==> config.mk <==
export PLATFORM = sky130hd
export DESIGN_NAME = dat_vector_packer
export DESIGN_NICKNAME = d
export VERILOG_FILES = /design/src/rtl/adder_tree_pkg.sv /design/src/rtl/dat_vector_packer.sv
export SDC_FILE = /design/constraint.sdc
export NUM_CORES = 1
export LEC_CHECK = 0
export BUFFER_PORTS_ARGS = -buffer_cell sky130_fd_sc_hd__buf_2
export CAP_MARGIN = 0
export CORE_MARGIN = 5
export CORE_UTILIZATION = 51
export DETAILED_ROUTE_END_ITERATION = 10
export PLACE_DENSITY = 0.9
export SLEW_MARGIN = 10
export SYNTH_ARGS = -nofsm -noshare
export SYNTH_HDL_FRONTEND = slang
export SYNTH_SLANG_ARGS = --single-unit
==> constraint.sdc <==
create_clock -name clk -period 2.27 [get_ports clk]
set_input_delay 0 -clock clk [delete_from_list [all_inputs] [get_ports clk]]
set_output_delay 0 -clock clk [all_outputs]
set_load 0.05 [all_outputs]
==> src/rtl/adder_tree_pkg.sv <==
// Shared constants, count-width helper and FSM state type for the vector packer.
package adder_tree_pkg;

    localparam int DEFAULT_NUM_INPUTS = 16;
    localparam int DEFAULT_DWIDTH     = 14;

    // Bits needed to hold a word count in the range 0..n inclusive.
    function automatic int count_width(input int n);
        return $clog2(n + 1);
    endfunction

    typedef enum logic {
        FILL = 1'b0,
        HOLD = 1'b1
    } state_t;

endpackage

==> src/rtl/dat_vector_packer.sv <==
// Packs serial words into a NUM_INPUTS-wide vector and holds it until the consumer takes it.
// Optional running sum of the accepted words is enabled by defining DAT_VECTOR_PACKER_SUM_EN.
module dat_vector_packer
    import adder_tree_pkg::*;
#(
    parameter int NUM_INPUTS = DEFAULT_NUM_INPUTS,
    parameter int DWIDTH     = DEFAULT_DWIDTH
) (
    input  logic                                 clk,
    input  logic                                 rst,
    input  logic [DWIDTH-1:0]                    i_dat,
    input  logic                                 i_valid,
    output logic                                 o_ready,
    input  logic                                 i_flush,
    output logic [NUM_INPUTS*DWIDTH-1:0]         o_dat_vector,
    output logic [count_width(NUM_INPUTS)-1:0]   o_vec_count,
    output logic                                 o_vec_valid,
    input  logic                                 i_vec_ready,
    output logic [DWIDTH-1:0]                    o_sum
);

    localparam int CW = count_width(NUM_INPUTS);

    state_t                       r_state;
    state_t                       w_next_state;
    logic [CW-1:0]                r_idx;
    logic [CW-1:0]                w_idx_inc;
    logic [NUM_INPUTS*DWIDTH-1:0] r_vec;
    logic                         r_ready;
    logic                         r_vec_valid;
    logic                         w_accept;
    logic                         w_handoff;

    assign w_accept  = i_valid & r_ready;
    assign w_handoff = (r_state == HOLD) & i_vec_ready;

    // Flush decision uses the count after this cycle's word, so a word and a flush together close the vector.
    always_comb begin
        w_next_state = r_state;
        w_idx_inc    = r_idx + CW'(w_accept);
        case (r_state)
            FILL: begin
                if (w_accept && (r_idx == CW'(NUM_INPUTS - 1)))
                    w_next_state = HOLD;
                else if (i_flush && (w_idx_inc != '0))
                    w_next_state = HOLD;
            end
            HOLD: begin
                if (i_vec_ready)
                    w_next_state = FILL;
            end
            default: w_next_state = FILL;
        endcase
    end

    always_ff @(posedge clk) begin
        if (rst) begin
            r_state     <= FILL;
            r_idx       <= '0;
            r_vec       <= '0;
            r_ready     <= 1'b0;
            r_vec_valid <= 1'b0;
        end else begin
            r_state     <= w_next_state;
            r_ready     <= (w_next_state == FILL);
            r_vec_valid <= (w_next_state == HOLD);
            if (w_handoff) begin
                r_idx <= '0;
                r_vec <= '0;
            end else if (w_accept) begin
                r_idx <= w_idx_inc;
                for (int k = 0; k < NUM_INPUTS; k++) begin
                    if (r_idx == CW'(k))
                        r_vec[k*DWIDTH +: DWIDTH] <= i_dat;
                end
            end
        end
    end

    assign o_ready      = r_ready;
    assign o_vec_valid  = r_vec_valid;
    assign o_dat_vector = r_vec;
    assign o_vec_count  = r_idx;

`ifdef DAT_VECTOR_PACKER_SUM_EN
    logic [DWIDTH-1:0] r_sum;

    always_ff @(posedge clk) begin
        if (rst || w_handoff)
            r_sum <= '0;
        else if (w_accept)
            r_sum <= r_sum + i_dat;
    end

    assign o_sum = r_sum;
`else
    assign o_sum = '0;
`endif

endmodule

==> impl_metrics.json <==
{
  "htree_levels": 1,
  "routabilityCongestion": 0.790,
  "finClkSkew_ns": 0.00880,
  "status": "finished clean",
  "post-synth-top-area-cell": "dfxtp_1",
  "power_frac_comb_pct": 5.6,
  "slowest_stage": "dfxtp_2",
  "power.share.clock_pct": 44.6,
  "p_per_area_mw_per_mm2": 758,
  "crit_top_cell": "ha_1",
  "clock_latency_ns": 0.50,
  "hold_ws_ns": 0.0550,
  "synth_cells": 833,
  "cts_resized": 0,
  "crit_buf_inv": 1,
  "worst_r2r_startpoint": "o_ready",
  "startpoint": "o_ready",
  "post-place-ws_ns": 0.305,
  "synth.area.top_cells": "dfxtp_1 (53%), mux2i_1 (24%), nor2_1 (9.2%), buf_4 (2.0%), clkbuf_1 (1.7%)",
  "root_buffer": "clkbuf_16",
  "drive_gt1_share_pct": 29.5,
  "timing.fmax_mhz": 502,
  "crit_family": "simple AND/OR/NAND/NOR gates",
  "syn_area_mm2": 0.00867,
  "dieArea_mm2": 0.0197,
  "routedWlPerCell_um": 18.9,
  "first_iter_violations": 452,
  "setup_slack_ns": 0.278,
  "dr.pass1.iters": 5,
  "dr.max_layer_used": "met4",
  "critical_path.max_fanout": 8,
  "antenna_found_initial": 0,
  "drc": 0,
  "area_delta_synth_final_pct": 25.0,
  "synth_edf_count": 0,
  "start_util_pct": 52.1,
  "power.static_leakage_nw": 5.66,
  "synth_warnings": 0,
  "slew_headroom_pct": 52.6,
  "p_switching_mw": 1.90,
  "ys_seq_area_share_pct": 53.3,
  "cts_sinks": 231,
  "clk_pin_slew_worst_paths_ns": 0.06,
  "period_share_pct": 87.7,
  "drt_wl_total_um": 24700,
  "period_minus_slack_ns": 1.99,
  "grt_pass1_vias": 6922,
  "row_count": 47,
  "grt_usage_pct": 23.9,
  "netSwitchingFraction_pct": 23.2,
  "cts_tree": "done",
  "finalHoldViolations": 0,
  "postSynthAreaPerCell_um2": 10.4,
  "power_mw": 8.21,
  "cts_buffers": 23,
  "nets": 1094,
  "cp.required_ns": 2.68,
  "grt_pass1_wl_um": 38100,
  "pin_count": 264,
  "worstPathCellList": "nand2_4 > inv_1 > ha_1 > ha_1 > or2_2 > o311a_1 > nor3_1",
  "critPathKind": "reg2reg",
  "clockBufferDepth": 3,
  "synthArstFlopShare_pct": 0,
  "globalRouteOverflowTotal": 0,
  "startpoint_type": "flip-flop",
  "hold_class": "in2reg",
  "synth_top_area_share_pct": 53.3,
  "rsz0062_at_grt": "no",
  "dr_wl_met3_um": 2320,
  "slew_violations": 0,
  "ys_ff_latch": 231,
  "grt_max_degree": 91,
  "dr_wl_met2_um": 12000,
  "finalSetupViolCount": 0,
  "dieHeight_um": 140,
  "fin_tns_setup_ns": 0,
  "hp-start": "i_dat[4]",
  "vias": 6835,
  "port_buffers": 249,
  "p_int_mw": 6.31,
  "vdd_drop_max_mv": 0.603,
  "diodes": 0,
  "worst_slew_pin_slew_ns": 0.705,
  "hpwl_um": 16200,
  "wl_met1_um": 9610,
  "ant_nets": 0,
  "die_x_um": 140,
  "coreArea_mm2": 0.0166,
  "worst_path_largest_cell_delay_ns": 0.36,
  "via_per_inst": 5.23,
  "cp-end-kind": "flip-flop",
  "maxCapViolCount": 0,
  "seqPwrFrac_pct": 49.8,
  "ys.flop_type": "dfxtp_1",
  "ys_types": 37,
  "crit_arrival_ns": 2.40
}
[path summary, 6_finish.rpt]
path	endpoint	slack [ns]	depth (start not counted)
max	o_ready	0.28	7
min	o_dat_vector[46]	0.06	3
max reg2reg	o_ready	0.28	7
min reg2reg	o_dat_vector[42]	0.46	2
[cells in the mapped netlist, types with 2 or more instances]
cell,count
nand3_2,6
nand4_2,2
or3_1,2
buf_2,7
dfxtp_1,231
nand2b_1,4
nor2b_1,2
nand3_1,2
o21ai_0,2
ha_1,2
buf_4,23
clkbuf_1,40
nand2_1,34
a21oi_1,19
o311a_1,2
nor4_4,4
nor2_1,213
nor3_4,3
mux2i_1,210
buf_6,8
[flip-flops by register name (all words and copies together), names as in the netlist]
register,count
o_dat_vector,224
o_ready,1
o_vec_count,5
o_vec_valid,1
[per-layer routing]
metal	track usage, %	up-vias
li1	-	3208
met2	40.9	299
met1	28.7	3264
met4	8.47	0
met3	7.09	64
met5	0	-
[tightest hold or removal path, stage by stage]
cell and delay [ns]:
buf_2 0.27, nand2_1 0.15, a21oi_1 0.07
[layout by cell type (no fill, tap or decap), types with 2 or more instances in the layout]
cell type	netlist	layout
dlygate4sd3_1	0	16
nand4_2	2	2
nor2_1	213	213
nor2b_1	2	2
dfxtp_1	231	230
buf_4	23	12
nor4_4	4	4
mux2i_1	210	210
nand2b_1	4	3
conb_1	1	14
or3_1	2	2
clkbuf_1	40	5
nand3_1	2	2
clkbuf_8	0	5
o21ai_0	2	2
a21oi_1	19	19
nand3_2	6	6
buf_2	7	249
ha_1	2	2
clkbuf_16	0	23
nor3_4	3	3
o311a_1	2	2
clkinv_2	0	5
nand2_1	34	34
buf_12	0	3
[area by class of cell]
cell class	count	area, um^2
inverter	1	3.75
clock buffer	33	663
sequential	231	4630
multi-input combinational	536	3650
timing repair buffer	280	1560
fill	1270	5810
clock inverter	7	62.6
tap	220	275
[power groups by stage]
stage               Combinational, mW  Sequential [mW]  Clock (mW)
CTS                             0.460             4.09        3.73
floorplan                       0.249             4.25           0
global placement                0.436             4.18           0
detailed placement              0.438             4.18           0
global route                    0.487             4.09        3.90
finish                          0.462             4.09        3.66
[stage by stage]
step                      cell area, um^2  utilization [%]  cells
after floorplan                      8720                -    846
after global placement               9950             59.8   1252
after detailed placement             9950             59.8   1252
after CTS                           10800             65.1   1308
after global routing                10800             65.1   1308
final                               10800             65.1   1308
[cell families (layout without fill, tap and decap cells)]
logic type	count (synthesis)	in the layout	synth area share (%)
xor+xnor	2	2	0.202
buf+inv	79	321	5.21
flops	231	231	53.3
mux	210	210	24.2
fa+ha+maj	2	2	0.289
simple gates	283	283	15.0
compound gates	25	25	1.62
other cells	1	14	0.0433
[timing repair]
action                                 in CTS  in global routing
buffers inserted                            0                  0
endpoints found under the hold margin      35                  0
hold buffers                               16                  0
No activity file was read; power rests on OpenSTA's default activity.
